==> src/rtl/mmio_uart_tx_if.sv <==
// Processor data-memory bus as seen by the memory-mapped UART transmitter.
interface mmio_uart_tx_if;
  logic [11:0] address_dmem;
  logic [31:0] data;
  logic        wren;
  logic        io_sel;
  logic [31:0] q_io;

  modport master (output address_dmem, data, wren, input io_sel, q_io);
  modport slave  (input address_dmem, data, wren, output io_sel, q_io);
endinterface

==> src/rtl/mmio_uart_tx.sv <==
// Memory-mapped UART transmitter: byte FIFO fed by stores, 8N1 serialiser.
//
// state | meaning
// IDLE  | line high; pops the FIFO head as soon as one is present
// START | start bit (low) for CLKS_PER_BIT cycles
// DATA  | eight data bits, LSB first, CLKS_PER_BIT cycles each
// STOP  | stop bit (high) for CLKS_PER_BIT cycles
module mmio_uart_tx #(
  parameter int          CLKS_PER_BIT = 16,
  parameter logic [11:0] ADDR_TX      = 12'hFFF,
  parameter logic [11:0] ADDR_STATUS  = 12'hFFE,
  parameter int          FIFO_DEPTH   = 8
) (
  input  logic           clock,
  input  logic           reset,
  mmio_uart_tx_if.slave  bus,
  output logic           tx,
  output logic           busy,
  output logic           fifo_full,
  output logic           overflow
);

  localparam int PW = $clog2(FIFO_DEPTH);
  localparam int CW = PW + 1;
  localparam int BW = $clog2(CLKS_PER_BIT);
  localparam logic [CW-1:0] DEPTH_C   = CW'(FIFO_DEPTH);
  localparam logic [BW-1:0] BAUD_LAST = BW'(CLKS_PER_BIT - 1);

  typedef enum logic [1:0] {IDLE, START, DATA, STOP} state_t;

  state_t        state;
  logic [BW-1:0] baud_cnt;
  logic [2:0]    bit_cnt;
  logic [7:0]    shift;
  logic [7:0]    mem [FIFO_DEPTH];
  logic [PW-1:0] wr_ptr, rd_ptr;
  logic [CW-1:0] count, count_nxt;
  logic          push_req, push_ok, drop, clr, pop;
  logic          ovf_nxt, busy_nxt;
  logic          unused_data;

  assign unused_data = ^bus.data[31:8];

  assign bus.io_sel = (bus.address_dmem == ADDR_TX) || (bus.address_dmem == ADDR_STATUS);
  assign push_req   = bus.wren && (bus.address_dmem == ADDR_TX);
  // Fullness is judged on the pre-edge count; a same-cycle pop never makes room.
  assign push_ok    = push_req && (count != DEPTH_C);
  assign drop       = push_req && (count == DEPTH_C);
  assign clr        = bus.wren && (bus.address_dmem == ADDR_STATUS) && bus.data[0];
  assign pop        = (state == IDLE) && (count != '0);
  assign busy       = (state != IDLE);
  assign fifo_full  = (count == DEPTH_C);

  // Post-edge flag values, so the status word reflects the state after the edge.
  always_comb begin
    count_nxt = count;
    if (push_ok && !pop)
      count_nxt = count + CW'(1);
    else if (!push_ok && pop)
      count_nxt = count - CW'(1);
    ovf_nxt = overflow;
    if (drop)
      ovf_nxt = 1'b1;
    else if (clr)
      ovf_nxt = 1'b0;
    if (state == IDLE)
      busy_nxt = (count != '0);
    else
      busy_nxt = !((state == STOP) && (baud_cnt == '0));
  end

  // FIFO storage; contents need no reset since count gates every read.
  always_ff @(posedge clock) begin
    if (!reset && push_ok)
      mem[wr_ptr] <= bus.data[7:0];
  end

  // FIFO pointers, occupancy, sticky overflow and registered status word.
  always_ff @(posedge clock) begin
    if (reset) begin
      wr_ptr    <= '0;
      rd_ptr    <= '0;
      count     <= '0;
      overflow  <= 1'b0;
      bus.q_io  <= '0;
    end else begin
      if (push_ok) wr_ptr <= wr_ptr + PW'(1);
      if (pop)     rd_ptr <= rd_ptr + PW'(1);
      count    <= count_nxt;
      overflow <= ovf_nxt;
      if (bus.address_dmem == ADDR_STATUS)
        bus.q_io <= {28'b0, ovf_nxt, (count_nxt == '0), (count_nxt == DEPTH_C), busy_nxt};
      else
        bus.q_io <= '0;
    end
  end

  // Transmit FSM; baud timing uses a down-counter reloaded at each bit boundary.
  always_ff @(posedge clock) begin
    if (reset) begin
      state    <= IDLE;
      tx       <= 1'b1;
      baud_cnt <= '0;
      bit_cnt  <= '0;
      shift    <= '0;
    end else begin
      case (state)
        IDLE: begin
          tx <= 1'b1;
          if (count != '0) begin
            shift    <= mem[rd_ptr];
            baud_cnt <= BAUD_LAST;
            bit_cnt  <= '0;
            tx       <= 1'b0;
            state    <= START;
          end
        end
        START: begin
          if (baud_cnt == '0) begin
            tx       <= shift[0];
            baud_cnt <= BAUD_LAST;
            state    <= DATA;
          end else begin
            baud_cnt <= baud_cnt - BW'(1);
          end
        end
        DATA: begin
          if (baud_cnt == '0) begin
            baud_cnt <= BAUD_LAST;
            if (bit_cnt == 3'd7) begin
              tx    <= 1'b1;
              state <= STOP;
            end else begin
              shift   <= shift >> 1;
              tx      <= shift[1];
              bit_cnt <= bit_cnt + 3'd1;
            end
          end else begin
            baud_cnt <= baud_cnt - BW'(1);
          end
        end
        STOP: begin
          tx <= 1'b1;
          if (baud_cnt == '0)
            state <= IDLE;
          else
            baud_cnt <= baud_cnt - BW'(1);
        end
        default: begin
          tx    <= 1'b1;
          state <= IDLE;
        end
      endcase
    end
  end

endmodule

==> src/flat_wrapper.sv <==
// flat-port wrapper written by rule: the top's interface ports become plain ports
module mmio_uart_tx_flat 
#(
  parameter int          CLKS_PER_BIT = 16,
  parameter logic [11:0] ADDR_TX      = 12'hFFF,
  parameter logic [11:0] ADDR_STATUS  = 12'hFFE,
  parameter int          FIFO_DEPTH   = 8
)
  (clock, reset, tx, busy, fifo_full, overflow, bus_address_dmem, bus_data, bus_wren, bus_io_sel, bus_q_io);
  mmio_uart_tx_if bus_i ();
  input  logic clock;
  input  logic reset;
  output logic tx;
  output logic busy;
  output logic fifo_full;
  output logic overflow;
  input wire logic [$bits(bus_i.address_dmem)-1:0] bus_address_dmem;
  input wire logic [$bits(bus_i.data)-1:0] bus_data;
  input wire logic [$bits(bus_i.wren)-1:0] bus_wren;
  output wire logic [$bits(bus_i.io_sel)-1:0] bus_io_sel;
  output wire logic [$bits(bus_i.q_io)-1:0] bus_q_io;
  assign bus_i.address_dmem = bus_address_dmem;
  assign bus_i.data = bus_data;
  assign bus_i.wren = bus_wren;
  assign bus_io_sel = bus_i.io_sel;
  assign bus_q_io = bus_i.q_io;
  mmio_uart_tx #(.CLKS_PER_BIT(CLKS_PER_BIT), .ADDR_TX(ADDR_TX), .ADDR_STATUS(ADDR_STATUS), .FIFO_DEPTH(FIFO_DEPTH)) u_core (.clock(clock), .reset(reset), .bus(bus_i), .tx(tx), .busy(busy), .fifo_full(fifo_full), .overflow(overflow));
endmodule
==> config.mk <==
export PLATFORM = sky130hd
export DESIGN_NAME = mmio_uart_tx_flat
export DESIGN_NICKNAME = d
export VERILOG_FILES = /design/src/rtl/mmio_uart_tx_if.sv /design/src/rtl/mmio_uart_tx.sv /design/src/flat_wrapper.sv
export SDC_FILE = /design/constraint.sdc
export NUM_CORES = 1
export LEC_CHECK = 0
export BUFFER_PORTS_ARGS = -buffer_cell sky130_fd_sc_hd__buf_2
export CORE_ASPECT_RATIO = 1.25
export CORE_MARGIN = 10
export CORE_UTILIZATION = 55
export DETAILED_ROUTE_END_ITERATION = 16
export HOLD_SLACK_MARGIN = 0.1
export PLACE_DENSITY = 0.79
export SYNTH_ARGS = -nofsm -noshare
export SYNTH_HDL_FRONTEND = slang
export SYNTH_SLANG_ARGS = --single-unit
export TNS_END_PERCENT = 50
==> constraint.sdc <==
create_clock -name clock -period 7.95 [get_ports clock]
set_clock_uncertainty 0.05 [all_clocks]
set_input_delay 2.385 -clock clock [delete_from_list [all_inputs] [get_ports clock]]
set_output_delay 2.385 -clock clock [all_outputs]
set_load 0.01 [all_outputs]
* Yosys cells after proc, flatten, opt, wreduce, memory -nomap -nowiden *
Memory sizes are Yosys's and may differ from the RTL's. A register that Yosys moved wholly into a read port is not among the register bits.
Cells that the tools add are included.

word-level totals
  RAM bits = 64
  input port bits = 47
  word-level logic and storage cells = 94
  register bits after elaboration = 61
  memories kept = 1
  output and inout bits = 37

operators by class
  eq/ne operators = 16
  muxes and demuxes = 32
  bitwise logic cells = 1
  reduce and logical (&&, ||, !) cells = 27
  $add $sub $neg = 6

memory list
  memory      depth  bits a word  rd ports  clocked after memory_dff  wr ports  RTL line            source
  u_core.mem  8      8            1         1                         1         mmio_uart_tx.sv:35  logic [7:0] mem [FIFO_DEPTH];

operator list
  operator              count
  $eq 12x12->1 const B  2
  $mux 8                3
  $mux 4                5
  $pmux 8 s2            1
  $mux 3                5
  $pmux 4 s3            1
  $logic_and 1x1->1     10
  $mux 2                5
  $add 3x1->3 const B   3
  $mux 1                9
  $eq 4x4->1 const B    2
  $logic_not 4->1       2
  $ne 2x2->1 const B    4
  $pmux 2 s4            1
  $sub 4x1->4 const B   2
  $ne 2x1->1 const B    3
  $pmux 3 s2            1
  $reduce_and 5->1      1
  $add 4x1->4 const B   1
  $eq 2x2->1 const B    2
  $logic_not 1->1       4
  $ne 4x4->1 const B    1
  $pmux 1 s4            1
  $reduce_and 2->1      2
  9 further kinds       11

* Depth between registers and ports, before layout *
Gate-level depths: netlist (run 1).

  word-level depth = 8
  gate-level depth with buffers = 9

* Worst setup path after synthesis (run 1) *
No wires, ideal clock.

  path kind = in2out
  start point = in bus_address_dmem[7]
  end point = out bus_io_sel
  stages = 3
  path buffers = 0
  required time = 5.515 ns
  data arrival time = 2.845 ns
  setup slack = 2.670 ns
  cell sequence = and4_1 -> nand3_2 -> clkinv_2

on the way
  cells in the longest elaborated chain, start to end = 2
  elaborated cells on any way between the ends = 3

ends and longest elaborated chain
  item                  RTL line            source
  from (decl)           flat_wrapper.sv:17  input wire logic [$bits(bus_i.address_dmem)-1:0] bus_address_dmem;
  $eq 12x12->1          mmio_uart_tx.sv:44  assign bus.io_sel = (bus.address_dmem == ADDR_TX) || (bus.address_dmem == ADDR_STATUS);
  $logic_or 1x1->1 (*)  mmio_uart_tx.sv:44
  to (decl)             flat_wrapper.sv:20  output wire logic [$bits(bus_i.io_sel)-1:0] bus_io_sel;

Every way passes the cells marked *; elsewhere a longest branch is shown, timed or not.

* Worst setup path after layout (run 1) *
Same ends and word-level chain as after synthesis.

==> out/results.txt, run 1 <==
Async SR Flop Fraction = 0%
final core occ = 61.3%
fmax = 0.178 GHz
FF-to-FF setup slack = 5.11 ns
post-route cell area = 4840 um^2
Final Hold Fails = 0
multi-input combinational cell area = 1670 um^2
P per Cell Area = 311 nW/um^2
WP data arrival = 3.18 ns
Max-slew headroom = 28.0%
Slew Limit Fails = 0
clk_lat worst skew = 0.37 ns
largest net degree at the start of global routing = 36
DPL Wire Length = 5850 um
number of global-route vias before repair = 2788
initial DRC count = 176
clk buf depth = 2
number of diodes = 0
# rows = 36
total congestion overflow = 0
setup_tns = 0 ns
RSZ-0062 raised after global routing = no
die height = 121 um
Max-Cap Viols = 0
CTS Hold Bufs = 0
Worst path most repeated cell = buf_2
clock sinks = 100
number of synthesized flops with an enable pin = 64
cell family with most CP delay = buffers and inverters
Fill cells = 629
CP peak stage delay = 0.19 ns
H-tree levels = 3
Synth Instances = 353
Crit Path Category = input port to output port
Worst VDD drop = 206 uV
cts bufs inserted = 9
worst-case hold slack = 0.421 ns
initial core utilization = 57.3%
critical path buffer and inverter count = 3
Post-CTS Setup Inserts = 0
Leakage = 0.00179 uW
post-synthesis register bit count = 100
IO Count = 84
launching element type of the critical path = input port
Die Wd = 101 um
Worst-path clk slew = 0.09 ns
Layout Nets = 445
vias post-DR = 2744
syn avg cell area = 12.8 um^2
drt pass-1 iters = 5
total track usage = 14.2%
CP endpoint kind = output port
sequential fraction of the synthesis area = 58.5%
area added between synthesis and finish = 7.09%
antenna viol nets, final = 0
cells along the critical path = buf_2 > and4_1 > nand3_2 > clkinv_2 > buf_2
WL per Instance = 17.3 um
# DRC = 0
main flop type after synthesis = edfxtp_1
final number of setup-violating endpoints = 0
RePlAce Congestion = 0.811
drt total wl = 8390 um
first-pass GRT wire length = 13600 um
mapped cell area = 4520 um^2
Yosys cell types = 59
fraction of layout cells with a size suffix above 1 = 21.5%
CTS tree = done
slowest CP cell = and4_1
die area = 12300 um^2
initial antenna violation count = 0
min-delay worst type = flip-flop to flip-flop
period utilization = 70.7%
worst-path maximum fanout = 7
top cell type's share of synthesized area = 42.6%
CP Data Required Time = 5.52 ns
Tmin final = 5.62 ns
Worst Max-Slew Pin Slew = 1.08 ns
Placed Area = 4650 um^2
top cells by area, synth = edfxtp_1 43%, dfxtp_1 16%, mux4_2 8.0%
Placeable Area = 7880 um^2
synth warn = 0
Sequential Area = 2640 um^2
total power = 1510 uW
status = finished, final reports clean
Via-to-Cell Ratio = 5.66
cell taking the most area after synthesis = edfxtp_1
Root Buffer = clkbuf_8
IO buf count = 31
# resized after CTS = 0
per-layer routing:
| metal | track usage [%] | vias to the layer above | wire length, um |
|---|---|---|---|
| met1 | 16.3 | 1355 | 3400 |
| li1 | - | 1297 | - |
| met5 | 0 | - | 0 |
| met3 | 3.30 | 14 | 526 |
| met4 | 6.02 | 0 | 157 |
| met2 | 24.5 | 78 | 4300 |
placed cells by master (no fill, tap or decap), types with 2 or more instances in the layout:
master    instances
edfxtp_1         64
dfxtp_1          36
nand2_1          35
buf_2            31
conb_1           28
nor2_1           26
a21oi_1          17
mux4_2           16
ha_1             13
nor3_1           11
inv_1             9
clkbuf_8          9
nand3_1           8
a31oi_1           7
o21ai_0           6
mux2_2            5
xor2_1            4
buf_4             4
and4_1            3
xnor2_1           3
mux2i_1           3
o211ai_1          3
clkinv_4          3
and3_1            2
nor3_2            2
nor3b_1           2
nor2b_1           2
and2_1            2
a21o_1            2
o21a_1            2
inv_8             2
flip-flops by register name, indices dropped and copies added, names as in the netlist, named ones only:
name	flops
u_core.baud_cnt	4
u_core.bit_cnt	3
u_core.bus.q_io	4
u_core.count	4
u_core.mem	64
u_core.overflow	1
u_core.rd_ptr	3
u_core.shift	8
u_core.state	2
u_core.tx	1
u_core.wr_ptr	3
metrics by stage:
stage          instances  setup slack, ns
2_1_floorplan        380             2.67
3_3_place_gp         469             2.32
3_5_place_dp         469             2.32
4_1_cts              485             2.32
5_1_grt              485             2.28
6_report             485             2.33
synth_stat cells (3+ instances only):
master / count
dfxtp_1: 36
xnor2_1: 3
xor2_1: 4
clkbuf_1: 5
o211ai_1: 3
ha_1: 13
a31oi_1: 7
buf_2: 3
mux2i_1: 3
nand3_1: 8
nor2_1: 26
buf_4: 29
a21oi_1: 17
mux4_2: 16
and4_1: 3
nand2_1: 35
nor3_1: 12
mux2_2: 5
inv_1: 9
o21ai_0: 6
edfxtp_1: 64
cell type report:
| type | instances | share of cell area (%) |
|---|---|---|
| Clock buffer | 10 | 2.64 |
| Clock inverter | 6 | 1.19 |
| Inverter | 10 | 0.802 |
| Multi-Input combinational cell | 229 | 34.4 |
| Sequential cell | 100 | 54.6 |
| Tap cell | 95 | 2.46 |
| Timing Repair Buffer | 35 | 3.83 |
worst paths after layout:
path | from | endpoint | depth (start not counted)
worst max-delay path | bus_address_dmem[7] | bus_io_sel | 5
worst min-delay path | u_core.bit_cnt[1] | u_core.bit_cnt[1] | 2
worst max register to register | u_core.count[0] | u_core.mem[5][6] | 6
worst min register to register | u_core.bit_cnt[1] | u_core.bit_cnt[1] | 2
cell families (layout without fill, tap and decap cells):
group	count (synthesis)	in the layout	share of synthesized area, %
flip-flops	100	100	58.5
buffers and inverters	51	61	7.09
multiplexers	24	24	9.89
adder cells (fa/ha/maj)	13	13	3.60
XOR/XNOR	7	7	1.36
AND/OR/NAND/NOR	109	109	12.2
AO/OA/AOI/OAI	48	48	7.23
other	1	28	0.0830
power breakdown:
| part | switching [uW] | total [uW] | internal, uW |
|---|---|---|---|
| Clock | 189 | 310 | 121 |
| Combinational | 298 | 524 | 226 |
| Sequential | 67.9 | 671 | 604 |
| Total | 554 | 1510 | 951 |
worst min-delay path, cell delays in order (launching register included):
cell and delay (ns):
dfxtp_1 0.33, nand2_1 0.05, a21oi_1 0.05
No activity file was read; power rests on OpenSTA's default activity.
==> run 2: changes to the inputs <==
==> constraint.sdc (replaced) <==
create_clock -name clock -period 5.7 [get_ports clock]
set_clock_uncertainty 0.05 [all_clocks]
set_input_delay 1.71 -clock clock [delete_from_list [all_inputs] [get_ports clock]]
set_output_delay 1.71 -clock clock [all_outputs]
set_load 0.01 [all_outputs]
==> out/results.txt, run 2 (synthesis gave the netlist of run 1 again) <==
combinational share of power = 35.1% (+0.3 points)
min-delay worst type = flip-flop to flip-flop
total track usage = 13.6% (-0.59 points)
cells along the critical path = buf_2 > and4_1 > nand3_2 > clkinv_2 > buf_2
vias post-DR = 2701 (-1.6%)
Worst-path clk slew = 0.10 ns (about the same)
power share of the sequential group = 45.0% (+0.4 points)
Layout Nets = 445 (unchanged)
antenna viol nets, final = 0 (unchanged)
Placeable Area = 7880 um^2 (unchanged)
RePlAce Congestion = 0.808 (-0.42%)
drt pass-1 iters = 5 (unchanged)
setup_tns = 0 ns (unchanged)
commonest non-fill, non-tap cells in the layout = 64 x edfxtp_1, 36 x dfxtp_1, 35 x nand2_1, 31 x buf_2, 28 x conb_1
Worst path most repeated cell = buf_2
# DRC = 0 (unchanged)
worst-path maximum fanout = 7 (unchanged)
H-tree levels = 3 (unchanged)
clock sinks = 100 (unchanged)
Largest Register = u_core.mem
max reg flops = 64 (unchanged)
total congestion overflow = 0 (unchanged)
cts bufs inserted = 9 (unchanged)
Max-Cap Viols = 0 (unchanged)
Worst VDD drop = 333 uV (+62%)
DPL Wire Length = 5710 um (-2.5%)
area added between synthesis and finish = 7.01% (about the same)
Final Hold Fails = 0 (unchanged)
IO Count = 84 (unchanged)
launching element type of the critical path = input port
CP endpoint kind = output port
Pint = 1320 uW (+39%)
RSZ-0062 raised after global routing = no
largest net degree at the start of global routing = 36 (unchanged)
number of global-route vias before repair = 2690 (-3.5%)
CP peak stage delay = 0.19 ns (about the same)
Switching Fraction = 36.5% (-0.31 points)
slowest CP cell = and4_1
period utilization = 74.9%
Slew Limit Fails = 0 (unchanged)
die height = 121 um (unchanged)
status = finished, final reports clean
WL per Instance = 16.9 um (-2.2%)
CTS tree = done
CTS Hold Bufs = 0 (unchanged)
P per Cell Area = 431 nW/um^2 (+38%)
first-pass GRT wire length = 13200 um (-3.2%)
WP data arrival = 2.51 ns (-0.67 ns)
Max-slew headroom = 28.0% (about the same)
biggest regs = u_core.mem x64, u_core.shift x8
initial DRC count = 106 (-40%)
clock share of power = 19.9% (-0.7 points)
# resized after CTS = 0 (unchanged)
final number of setup-violating endpoints = 0 (unchanged)
CP Data Required Time = 3.94 ns (-1.58 ns)
Worst Hold Depth = 2 (unchanged)
Via-to-Cell Ratio = 5.57 (-1.6%)
Reg2Reg Depth = 6 (unchanged)
Die Wd = 101 um (unchanged)
initial antenna violation count = 0 (unchanged)
net load switching power = 760 uW (+37%)
die area = 12300 um^2 (unchanged)
clk_lat worst skew = 0.36 ns (about the same)
number of diodes = 0 (unchanged)
Post-CTS Setup Inserts = 0 (unchanged)
IO buf count = 31 (unchanged)
Leakage = 0.00178 uW (-0.29%)
clk buf depth = 2 (unchanged)
Tmin final = 4.27 ns
final std cells w/o fill = 485 (unchanged)
placed cell count = 469 (unchanged)
Root Buffer = clkbuf_8
# rows = 36 (unchanged)
Worst Max-Slew Pin Slew = 1.08 ns (-0.000199 ns)
commonest non-fill, non-tap cell in the layout = edfxtp_1
fmax = 0.234 GHz
Fill cells = 617 (-1.9%)
drt total wl = 8210 um (-2.2%)
initial core utilization = 57.3% (unchanged)
Crit Path Category = input port to output port
fraction of layout cells with a size suffix above 1 = 21.5% (unchanged)
## run 2: changes by cell type in the layout (fill, tap and decap cells not counted), sizes merged
cell      change
clkbuf        -1
clkinvlp      +1
## run 2: routing by layer
layer	track usage, %	part of all wire, %
met4	5.85	1.6
met2	22.9	51
met1	16.2	41
met5	0	0
met3	3.08	5.7
## run 2: path summary, 6_finish.rpt
kind / start / end / slack (ns)
worst max-delay path: bus_address_dmem[7] / bus_io_sel / 1.43
worst min-delay path: u_core.shift[2] / u_core.shift[2] / 0.42
worst max register to register: u_core.count[0] / u_core.mem[5][0] / 2.92
worst min register to register: u_core.shift[2] / u_core.shift[2] / 0.42
## run 2: power groups by stage
stage          logic [uW]  clock network, uW  registers (uW)
2_1_floorplan         655                  0             902
6_report              731                413             937
5_1_grt               825                450             952
3_3_place_gp          703                  0             953
3_5_place_dp          724                  0             955
4_1_cts               728                421             939
## run 2: layout make-up
class / instances / area, um^2 / share of cell area, %
clock buffers: 9 / 124 / 2.56
clock inverters: 7 / 57.6 / 1.19
inverters: 10 / 38.8 / 0.803
multi-input cells: 229 / 1670 / 34.5
flip-flops and latches: 100 / 2640 / 54.7
well taps: 95 / 119 / 2.46
repair buffers: 35 / 185 / 3.83
## run 2: metrics by stage
stage | setup slack, ns | power (uW) | instance area (um^2) | hold slack (ns) | util (%)
2_1_floorplan | 1.77 | 1560 | 4620 | 0.386 | -
6_report | 1.43 | 2080 | 4830 | 0.416 | 61.3
3_5_place_dp | 1.42 | 1680 | 4650 | 0.399 | 59.0
5_1_grt | 1.39 | 2230 | 4830 | 0.431 | 61.3
4_1_cts | 1.42 | 2090 | 4830 | 0.413 | 61.3
3_3_place_gp | 1.44 | 1660 | 4650 | 0.391 | 59.0
## run 2: critical path: cells and delay by family
kind | cells | cell delay (ns)
buf+inv | 3 | 0.44
simple gates | 2 | 0.35
==> run 3: changes to the inputs <==
==> constraint.sdc (replaced) <==
create_clock -name clock -period 4 [get_ports clock]
set_clock_uncertainty 0.05 [all_clocks]
set_input_delay 1.2 -clock clock [delete_from_list [all_inputs] [get_ports clock]]
set_output_delay 1.2 -clock clock [all_outputs]
set_load 0.01 [all_outputs]
==> out/results.txt, run 3 (synthesis gave the netlist of run 1 again) <==
clk_lat worst skew = 0.37 ns (about the same)
Fill cells = 604 (-2.1%)
Crit Path Category = input port to output port
Post-CTS Setup Inserts = 0 (unchanged)
Largest Register = u_core.mem
commonest non-fill, non-tap cells in the layout = 64 x edfxtp_1, 36 x dfxtp_1, 35 x nand2_1, 31 x buf_2, 28 x conb_1
Max-slew headroom = 25.4% (-2.6 points)
worst-path maximum fanout = 7 (unchanged)
area added between synthesis and finish = 7.95%
largest net degree at the start of global routing = 36 (unchanged)
initial antenna violation count = 0 (unchanged)
min-delay worst type = flip-flop to flip-flop
CTS tree = done
Layout Nets = 449 (+0.90%)
FF-to-FF setup slack = 1.51 ns (-1.41 ns)
fmax = 0.308 GHz
commonest non-fill, non-tap cell in the layout = edfxtp_1
CTS Hold Bufs = 0 (unchanged)
CP endpoint kind = output port
antenna viol nets, final = 0 (unchanged)
WL per Instance = 16.8 um (-0.64%)
RR Endpoint = u_core.mem[4][1]
worst r2r src = u_core.count[0]
worst min-delay path startpoint = u_core.bit_cnt[2]
cts bufs inserted = 9 (unchanged)
max reg flops = 64 (unchanged)
final number of setup-violating endpoints = 0 (unchanged)
Tmin final = 3.25 ns
Placeable Area = 7880 um^2 (unchanged)
Root Buffer = clkbuf_8
launching element type of the critical path = input port
clock sinks = 100 (unchanged)
die area = 12300 um^2 (unchanged)
WP data arrival = 2.00 ns (-0.51 ns)
fraction of layout cells with a size suffix above 1 = 22.3% (+0.80 points)
IO Count = 84 (unchanged)
total track usage = 14.0% (+0.34 points)
Final Hold Fails = 0 (unchanged)
status = finished, final reports clean
Reg2Reg Depth = 7 (+1)
biggest regs = u_core.mem x64, u_core.shift x8
Leakage = 0.00180 uW (+1.3%)
Die Wd = 101 um (unchanged)
P per Cell Area = 616 nW/um^2 (+43%)
# rows = 36 (unchanged)
Max-Cap Viols = 0 (unchanged)
# DRC = 0 (unchanged)
H-tree levels = 3 (unchanged)
Worst VDD drop = 374 uV (+12%)
endpoint with the worst hold slack = u_core.bit_cnt[2]
Worst-path clk slew = 0.10 ns (about the same)
DPL Wire Length = 5810 um (+1.8%)
initial DRC count = 154 (+45%)
number of diodes = 0 (unchanged)
die height = 121 um (unchanged)
number of global-route vias before repair = 2713 (+0.86%)
Worst Hold Depth = 2 (unchanged)
first-pass GRT wire length = 13300 um (+0.36%)
RSZ-0062 raised after global routing = no
initial core utilization = 57.3% (unchanged)
Slew Limit Fails = 0 (unchanged)
# resized after CTS = 0 (unchanged)
period utilization = 81.2%
IO buf count = 31 (unchanged)
CP Data Required Time = 2.75 ns (-1.19 ns)
drt pass-1 iters = 4 (-1)
clk buf depth = 2 (unchanged)
setup_tns = 0 ns (unchanged)
total congestion overflow = 0 (unchanged)
Worst Max-Slew Pin Slew = 1.12 ns (+0.0388 ns)
drt total wl = 8220 um (+0.18%)
worst-case hold slack = 0.414 ns (-0.00205 ns)
Via-to-Cell Ratio = 5.49 (-1.4%)
RePlAce Congestion = 0.806 (-0.22%)
vias post-DR = 2685 (-0.59%)
==> run 3: cell types whose count changed in the layout (fill, tap and decap cells not counted), sizes merged <==
cell | previous run | this run
clkinvlp | 1 | 3
buf | 35 | 39
inv | 12 | 10
bufinv | 0 | 1
clkinv | 4 | 3
==> run 3: per-stage QoR <==
step                area, um^2  total power, uW  worst slack [ns]  utilization, %  instances
global placement          4680             2350             0.753            59.3        473
CTS                       4870             3030             0.741            61.8        489
global route              4870             3220             0.703            61.8        489
detailed placement        4680             2390             0.745            59.3        473
finish                    4870             3000             0.751            61.8        489
floorplan                 4620             2220             0.740               -        380
==> run 3: report_power, final <==
| part | switching (uW) | leakage (uW) | internal, uW | total, uW |
|---|---|---|---|---|
| logic | 585 | 0.000843 | 448 | 1030 |
| registers | 135 | 0.000870 | 1200 | 1330 |
| clock network | 345 | 0.0000918 | 290 | 635 |
| total | 1070 | 0.00180 | 1940 | 3000 |
==> run 3: worst max-delay path by stage <==
stage / startpoint / slack, ns / endpoint
after floorplan: bus_address_dmem[7] / 0.74 / u_core.mem[4][0]
after global placement: bus_address_dmem[7] / 0.75 / bus_io_sel
after detailed placement: bus_address_dmem[7] / 0.74 / bus_io_sel
after CTS: bus_address_dmem[7] / 0.74 / bus_io_sel
after global routing: bus_address_dmem[7] / 0.70 / bus_io_sel
final: bus_address_dmem[7] / 0.75 / bus_io_sel
==> run 3: critical path, stage by stage <==
cell	delay (ns)
buf_2	0.09
and4_1	0.19
nand3_2	0.16
clkinv_2	0.17
buf_2	0.18
==> run 3: routing by layer <==
| layer | track usage (%) | wire, um | vias up |
|---|---|---|---|
| met5 | 0 | 0 | - |
| met4 | 7.07 | 236 | 0 |
| met3 | 3.93 | 551 | 16 |
| met2 | 24.0 | 4340 | 72 |
| met1 | 15.2 | 3090 | 1292 |
| li1 | - | - | 1305 |
==> run 3: area by class of cell <==
cell class	count	area, um^2	area share [%]
tap	95	119	2.44
timing repair buffer	39	215	4.41
multi-input combinational	229	1660	34.1
clock inverter	7	75.1	1.54
sequential	100	2640	54.2
inverter	10	38.8	0.796
clock buffer	9	124	2.54
